$ cat config.mk
export PLATFORM = sky130hd
export DESIGN_NAME = slave_interface
export DESIGN_NICKNAME = d
export VERILOG_FILES = /design/src/rtl/slave_interface.sv
export SDC_FILE = /design/constraint.sdc
export NUM_CORES = 1
export LEC_CHECK = 0
export ABC_AREA = 1
export ABC_CLOCK_PERIOD_IN_PS = 2310
export CAP_MARGIN = 25
export CORE_ASPECT_RATIO = 0.75
export CORE_MARGIN = 2
export CORE_UTILIZATION = 30
export DETAILED_ROUTE_END_ITERATION = 8
export HOLD_SLACK_MARGIN = 0.12
export SLEW_MARGIN = 10
export SYNTH_ARGS = -nofsm -noshare
export SYNTH_HDL_FRONTEND = slang
export SYNTH_SLANG_ARGS = --single-unit
$ cat constraint.sdc
create_clock -name clk -period 2.31 [get_ports clk]
set_clock_uncertainty 0.05 [all_clocks]
set_input_delay 0.693 -clock clk [delete_from_list [all_inputs] [get_ports clk]]
set_output_delay 0.693 -clock clk [all_outputs]
set_load 0.03 [all_outputs]
$ cat src/rtl/slave_interface.sv
// ----------------------------------------------------------------------------
// slave_interface
//
// Serial-bus slave. A frame on the one-bit addr line is a start bit (1),
// sixteen address bits MSB first and a mode bit (1 = write, 0 = read).
// addr[15:12] selects the slave and addr[11:0] is the local word offset.
//
// Write transaction:
//   1. Wait for a start bit on wdata. If none arrives within TIMEOUT
//      cycles, respond with an error.
//   2. Shift in eight data bits, MSB first.
//   3. Hold mem_wen until mem_ready is seen.
//   4. Respond OK.
//
// Read transaction:
//   1. Hold mem_ren until mem_ready is seen, capturing mem_rdata.
//   2. Send a start bit and then the eight data bits, MSB first, on rdata
//      under rdata_en.
//   3. Respond OK.
//
// An offset at or beyond DEPTH is answered with an error and never reaches
// the memory. The response code is presented for a single cycle under
// resp_en.
//
// Parameters
//   SLAVE_ID  : 4-bit id matched against addr[15:12]
//   DEPTH     : number of valid local word offsets
//   TIMEOUT   : cycles to wait for the wdata start bit
//
// Ports
//   clk       : clock, rising edge
//   reset     : asynchronous reset, active low
//   addr      : serial address / mode bus
//   wdata     : serial write-data bus
//   rdata     : serial read data (0 unless rdata_en)
//   response  : response code, 01 = ok, 10 = error (00 unless resp_en)
//   rdata_en  : enable for the external rdata tristate driver
//   resp_en   : enable for the external response tristate driver
//   mem_addr  : local word offset to storage
//   mem_wdata : write data to storage
//   mem_wen   : storage write request
//   mem_ren   : storage read request
//   mem_rdata : read data from storage
//   mem_ready : storage completion, honoured only while a request is held
// ----------------------------------------------------------------------------
module slave_interface #(
    parameter logic [3:0]  SLAVE_ID = 4'h1,
    parameter int unsigned DEPTH    = 2048,
    parameter int unsigned TIMEOUT  = 8
) (
    input  logic        clk,
    input  logic        reset,
    input  logic        addr,
    input  logic        wdata,
    output logic        rdata,
    output logic [1:0]  response,
    output logic        rdata_en,
    output logic        resp_en,
    output logic [11:0] mem_addr,
    output logic [7:0]  mem_wdata,
    output logic        mem_wen,
    output logic        mem_ren,
    input  logic [7:0]  mem_rdata,
    input  logic        mem_ready
);

    typedef enum logic [3:0] {
        IDLE,
        ADDR,
        MODE,
        DECODE,
        WWAIT,
        WDATA,
        MEMWR,
        MEMRD,
        RDOUT,
        RESP
    } state_t;

    localparam logic [1:0] RESP_OK  = 2'b01;
    localparam logic [1:0] RESP_ERR = 2'b10;

    state_t      state;
    logic [15:0] addr_sr;      // received frame address
    logic        write_mode;   // received mode bit
    logic [7:0]  data_sr;      // write data in, read data out
    logic [3:0]  bit_cnt;      // position within address / data / rdout stream
    logic [7:0]  timeout_cnt;  // cycles already spent in WWAIT

    logic selected;
    logic in_range;
    logic timeout_hit;

    always_comb begin
        selected    = (addr_sr[15:12] == SLAVE_ID);
        in_range    = ({20'd0, addr_sr[11:0]} < DEPTH);
        // True in the last permitted WWAIT cycle; TIMEOUT of 0 behaves like 1.
        timeout_hit = (({24'd0, timeout_cnt} + 32'd1) >= TIMEOUT);
    end

    // Single registered FSM. Every output is updated on the same edge as the
    // state transition, so the outputs are clean registers and are valid in
    // the first cycle of the state that owns them.
    always_ff @(posedge clk or negedge reset) begin
        if (!reset) begin
            state       <= IDLE;
            addr_sr     <= '0;
            write_mode  <= 1'b0;
            data_sr     <= '0;
            bit_cnt     <= '0;
            timeout_cnt <= '0;
            rdata       <= 1'b0;
            response    <= '0;
            rdata_en    <= 1'b0;
            resp_en     <= 1'b0;
            mem_addr    <= '0;
            mem_wdata   <= '0;
            mem_wen     <= 1'b0;
            mem_ren     <= 1'b0;
        end else begin
            case (state)
                IDLE: begin
                    if (addr) begin
                        state   <= ADDR;
                        bit_cnt <= '0;
                    end
                end

                ADDR: begin
                    addr_sr <= {addr_sr[14:0], addr};
                    if (bit_cnt == 4'd15) begin
                        state <= MODE;
                    end else begin
                        bit_cnt <= bit_cnt + 4'd1;
                    end
                end

                MODE: begin
                    write_mode <= addr;
                    state      <= DECODE;
                end

                DECODE: begin
                    if (!selected) begin
                        // Frame addressed to another slave: stay silent.
                        state <= IDLE;
                    end else if (!in_range) begin
                        state    <= RESP;
                        resp_en  <= 1'b1;
                        response <= RESP_ERR;
                    end else if (write_mode) begin
                        state       <= WWAIT;
                        timeout_cnt <= '0;
                    end else begin
                        state    <= MEMRD;
                        mem_ren  <= 1'b1;
                        mem_addr <= addr_sr[11:0];
                    end
                end

                WWAIT: begin
                    if (wdata) begin
                        state   <= WDATA;
                        bit_cnt <= '0;
                    end else if (timeout_hit) begin
                        state    <= RESP;
                        resp_en  <= 1'b1;
                        response <= RESP_ERR;
                    end else begin
                        timeout_cnt <= timeout_cnt + 8'd1;
                    end
                end

                WDATA: begin
                    data_sr <= {data_sr[6:0], wdata};
                    if (bit_cnt == 4'd7) begin
                        state     <= MEMWR;
                        mem_wen   <= 1'b1;
                        mem_addr  <= addr_sr[11:0];
                        mem_wdata <= {data_sr[6:0], wdata};
                    end else begin
                        bit_cnt <= bit_cnt + 4'd1;
                    end
                end

                MEMWR: begin
                    if (mem_ready) begin
                        mem_wen  <= 1'b0;
                        state    <= RESP;
                        resp_en  <= 1'b1;
                        response <= RESP_OK;
                    end
                end

                MEMRD: begin
                    if (mem_ready) begin
                        mem_ren  <= 1'b0;
                        data_sr  <= mem_rdata;
                        state    <= RDOUT;
                        rdata_en <= 1'b1;
                        rdata    <= 1'b1;  // start bit
                        bit_cnt  <= '0;
                    end
                end

                RDOUT: begin
                    // bit_cnt counts data bits already placed on rdata.
                    if (bit_cnt == 4'd8) begin
                        rdata_en <= 1'b0;
                        rdata    <= 1'b0;
                        state    <= RESP;
                        resp_en  <= 1'b1;
                        response <= RESP_OK;
                    end else begin
                        rdata   <= data_sr[7];
                        data_sr <= {data_sr[6:0], 1'b0};
                        bit_cnt <= bit_cnt + 4'd1;
                    end
                end

                RESP: begin
                    // addr is not looked at here: a start bit in this cycle
                    // is deliberately dropped.
                    resp_en  <= 1'b0;
                    response <= '0;
                    state    <= IDLE;
                end

                default: begin
                    state <= IDLE;
                end
            endcase
        end
    end

endmodule
# Word-level counts from Yosys, hierarchy flattened
# Index checks and enable logic that the tools add are counted.
[totals] word_cells=129 output_inout_bits=27 ff_bits=68
[classes] n_lt_le_gt_ge=2 n_reduce_logical=20 muxes=58 n_eq_ne=32 addsub=3
[ops] cell="$mux W4" n=16
[ops] cell="$mux W8" n=7
[ops] cell="$mux W12" n=4
[ops] cell="$ne A2 B2 Y1 const B" n=18
[ops] cell="$pmux W4 S9" n=1
[ops] cell="$pmux W12 S2" n=1
[ops] cell="$pmux W4 S6" n=1
[ops] cell="$pmux W8 S3" n=1
[ops] cell="$reduce_and A7 Y1" n=3
[ops] cell="$eq A4 B3 Y1 const B" n=5
[ops] cell="$eq A4 B4 Y1 const B" n=4
[ops] cell="$pmux W8 S2" n=1
[ops] cell="$mux W2" n=7
[ops] cell="$mux W1" n=13
[ops] cell="$lt A12 B12 Y1 const B" n=1
[ops] cell="$pmux W2 S5" n=1
[ops] cell="$reduce_and A5 Y1" n=2
[ops] cell="$reduce_bool A2 Y1" n=5
[ops] cell="$add A8 B1 Y9 const B" n=1
[ops] cell="$ge A9 B4 Y1 const B" n=1
[ops] cell="$reduce_and A3 Y1" n=3
[ops] cell="$add A8 B1 Y8 const B" n=1
[ops] cell="$eq A4 B1 Y1 const B" n=2
[ops] cell="$eq A4 B2 Y1 const B" n=2
[ops] cell="other kinds (10)" n=14

# Depth between registers and ports, before layout
[depth] word_depth=5 ltp_mapped=12

# Worst setup path after synthesis
# Ideal clock, no wire load.
[synth_path] path_kind="register to register" start="register timeout_cnt[0]" end="register timeout_cnt[1]" t_arrival_ns=1.417 synth_period_minus_slack_ns=1.584 n_path_buf=0 path_slack_ns=0.726 setup_ns=0.117 stages_incl_launch_ff=12 cell_sequence="dfrtp_1 > ha_1 > nand2_1 > inv_1 > nand3_1 > nor2_1 > nor2_1 > nand3_1 > nand2_1 > nand2_2 > nand2_1 > nand2_1"
[synth_via] elab_chain_len=4 word_cells_on_any_way=8
[synth_rtl] item="start, declared" line_no="88" source="logic [7:0] timeout_cnt;"
[synth_rtl] item="start signal, assigned" line_no="170" source="timeout_cnt <= timeout_cnt + 8'd1;"
[synth_rtl] item="$add A8 B1 Y9 / $add A8 B1 Y8 (equally long branches)" line_no="98, 170"
[synth_rtl] item="$ge A9 B4 Y1 / $mux W8 (equally long branches)" line_no="98, 165"
[synth_rtl] item="$ne A2 B2 Y1 (no source line) / $mux W8 (equally long branches)"
[synth_rtl] item="$reduce_and A6 Y1 (no source line) / $pmux W8 S2 (equally long branches)"
# Parallel ways exist; a longest one is shown, timed or not. The select of a mux whose other input is x is not followed.
# A chain may end at the register's enable or synchronous reset.

# Final worst setup path
[layout_path] start="register mem_wdata[1]" end="output mem_wdata[1]"
[layout_rtl] item="start, declared" line_no="60" source="output logic [7:0] mem_wdata,"
[layout_rtl] item="start signal, assigned" line_no="180" source="mem_wdata <= {data_sr[6:0], wdata};"
# No word-level cell between the ends.

==> reports/summary.md <==
The flow ran to the end, and the final reports show no timing, DRC or antenna violations. The die covers 12080 µm². The smallest clock period supported by the final layout is computed as 2117 ps. TritonCTS built the clock tree.

For this run, the top clock speed supported by timing is 472.3 MHz. Entering global routing, the biggest net connects 69 pins. The maximum fanout encountered on the critical timing path was 2. A synthesized cell averages 8.243 µm².

The min-delay analysis places its worst path in the category in2async. The port buffer count was 39; the async set-reset flop share out of synthesis was 1.000. The cell taking the most area after synthesis was sky130_fd_sc_hd__dfrtp_1. The placement-stage worst setup slack came out at 155.4 ps. The tools report the sequential-to-total area share from yosys stat as 0.5060. Via count of the first global-routing pass: 2690. In the post-synthesis netlist, the biggest area contributors are sky130_fd_sc_hd__dfrtp_1 51%, sky130_fd_sc_hd__nand2_1 11%, sky130_fd_sc_hd__o21ai_0 5.5%. The logs give 0.9720 for the routability congestion estimate and 0.3074 for the starting utilization of the core area. The post-cts repair resize count came out at 0.

The run gives 0 as the number of pins with negative max-slew slack in the final report. The final hold violation count came out at 0. Slew of the pin with the lowest slew margin: 526.6 ps. The number of antenna violations at the first check in global routing is 0. The worst-case IR drop observed on VDD is 0.0003981 V.

0 antenna diodes ended up in the layout. The areal power density over the cells is 1067 nW/µm², and the number of levels the H-tree was split into is 3. The logs give 0 for the Yosys warning count and 10940 µm² for the core footprint. Synthesis instantiated 31 different standard cells from the library. At the later pin of the worst-skew pair, clock insertion delay measures 330 ps. Counting flops with a built-in enable in the synthesized netlist gives 0.

The tools report the count of hold buffers inserted by post-cts repair as 0. Type of the worst setup path: reg2out. The commonest cells after synthesis are 97 x sky130_fd_sc_hd__nand2_1, 68 x sky130_fd_sc_hd__dfrtp_1, 47 x sky130_fd_sc_hd__inv_1. The logs give 0.6452 for the worst-case headroom to the max-slew limit and 192.7 ps for the worst setup slack after layout. After detailed routing, the average wire length per cell comes to 12.59 µm. The tools report the minimum hold slack as 326.8 ps. In this run the deepest clock path goes through 2 buffers. The logs give 0 ps for the setup TNS after final layout and 0 for the number of violations of the max-capacitance limit. The number of buffers and inverters on the critical path came out at 1. Summed over all cells, the static leakage comes to 1.979 nW. The total global routing track utilization came out at 0.1345. The root buffer cell is sky130_fd_sc_hd__clkbuf_16. The worst setup path is captured at an output pin. Synthesis handed over a netlist of 408 instances. The run gives 2849 as the number of vias after detailed routing. Dominant synthesized flop cell: sky130_fd_sc_hd__dfrtp_1. Setup repair after global routing left no endpoint under its margin. The relative area change from synthesis to final layout was 25.63%; the total nets after synthesis was 424.

Clock-pin slew was measured on the worst setup and hold paths at 50 ps. The run gives 5 as the detailed-routing iteration count for the pre-antenna-repair pass. The cell family contributing the most delay on the critical path is buffers and inverters. The net count of the finished layout is 470. The largest single stage delay on the critical path is 680 ps.

For this run, design rule violations remaining after detail routing come to 0. Data arrives at the worst endpoint at 1370 ps. The die is 126.3 µm wide.

The number of buffers inserted by post-CTS setup repair was 0; the total I/O pin count was 40. The critical path data required time is 1570 ps, and the count of final setup violators is 0. The share of the cycle needed by the critical path after routing came out at 0.9166.

Clock tree synthesis inserted a total of 9 buffers. The logs give 3363 µm² for the netlist area before placement and 33 for the number of rows in the core area. The detail route stage leaves a number of antenna-violating nets equal to 0.

The proportion of layout cells with a drive suffix above 1 was 0.1176; the y dimension of the die was 95.70 µm. In this run, synthesis produced a sequential element count of 68. For this run the aggregate overflow at the end of global routing stands at 0.

The number of DRC markers after the initial detailed-route iteration is 263, and the via density per instance is 4.756. The area share of the largest cell type after synthesis is 0.5060. The tools report the total wirelength of the detailed-routed design as 7539 µm. For this design, the slowest cell found on the critical path is sky130_fd_sc_hd__clkdlybuf4s50_1. The signal on the critical path passes through clkdlybuf4s50_1. The first global-routing pass estimated 12810 µm of wire. For the detailed-placement wirelength estimate, the log shows 5307 µm. The count of clock tree sinks came out at 68. The element type at the critical path start is a flip-flop.

The post-route core utilization was 0.3862; the sum of internal, switching and leakage power was 4.510 mW. The leading cell type by number of instances after synthesis is sky130_fd_sc_hd__nand2_1.
stage by stage:
step / std cells / cell area (µm²)
global placement: 583 / 3920
floorplan: 408 / 3363
finish: 599 / 4225
global route: 599 / 4225
CTS: 599 / 4225
detailed placement: 583 / 3920
layer usage:
layer | GRT usage | routed length, µm | vias to the layer above
met5 | 0 | 0 | -
met4 | 0.04396 | 111 | 0
met3 | 0.04780 | 490 | 12
met2 | 0.1962 | 3210 | 98
met1 | 0.1869 | 3726 | 1320
li1 | - | - | 1419
state kept, by name, summed over array words and instances, names as in the netlist, 2 cells and up:
register,count
addr_sr,16
bit_cnt,4
data_sr,8
mem_addr,12
mem_wdata,8
response,2
state,4
timeout_cnt,8
path summary, 6_finish.rpt:
| path | start | end | slack [ps] | cells after the start |
|---|---|---|---|---|
| worst min-delay path | reset | timeout_cnt[2] | 330 | 2 |
| worst max register to register | state[0] | bit_cnt[1] | 390 | 10 |
| min in group clk | addr_sr[7] | addr_sr[8] | 430 | 2 |
| max in group asynchronous | reset | addr_sr[7] | 1590 | 2 |
| worst max-delay path | mem_wdata[1] | mem_wdata[1] | 190 | 1 |
| worst min register to register | addr_sr[7] | addr_sr[8] | 430 | 2 |
cells in the final DEF (no fill, tap or decap), types with 3 or more instances in the layout:
master and count:
sky130_fd_sc_hd__buf_4 3, sky130_fd_sc_hd__nand2_2 15, sky130_fd_sc_hd__inv_2 4, sky130_fd_sc_hd__nor2_1 36
sky130_fd_sc_hd__o21ai_0 37, sky130_fd_sc_hd__inv_1 47, sky130_fd_sc_hd__dfrtp_1 68, sky130_fd_sc_hd__nor2_2 4
sky130_fd_sc_hd__o211ai_1 8, sky130_fd_sc_hd__ha_1 3, sky130_fd_sc_hd__a21oi_1 19, sky130_fd_sc_hd__clkdlybuf4s50_1 38
sky130_fd_sc_hd__nand4_1 11, sky130_fd_sc_hd__nand3_2 3, sky130_fd_sc_hd__clkbuf_16 9, sky130_fd_sc_hd__nor2_4 4
sky130_fd_sc_hd__nand3_1 24, sky130_fd_sc_hd__o21ai_1 8, sky130_fd_sc_hd__nand2_1 97
final cells by class:
class | count | area (µm²)
Tap cell | 140 | 175.2
Timing Repair Buffer | 43 | 427.9
Inverter | 52 | 195.2
Clock buffer | 13 | 260.3
Multi-Input combinational cell | 280 | 1420
Fill cell | 1103 | 6716
Sequential cell | 68 | 1702
Clock inverter | 3 | 45.04
cell families after synthesis:
family / count (synthesis) / synth area share
and+or+nand+nor: 199 / 0.2816
AOI/OAI and AO/OA: 75 / 0.1202
DFF: 68 / 0.5060
buffers and inverters: 60 / 0.07179
adders and majority gates: 3 / 0.01116
muxes: 2 / 0.006696
xor gates and xnor gates: 1 / 0.002605
where the power goes:
part,internal [mW],switching (mW),total [mW]
Sequential,1.43,0.176,1.60
Clock,0.895,0.496,1.39
Combinational,0.509,1.01,1.52
Total,2.83,1.68,4.51
Power figures use the tool's default switching activity.
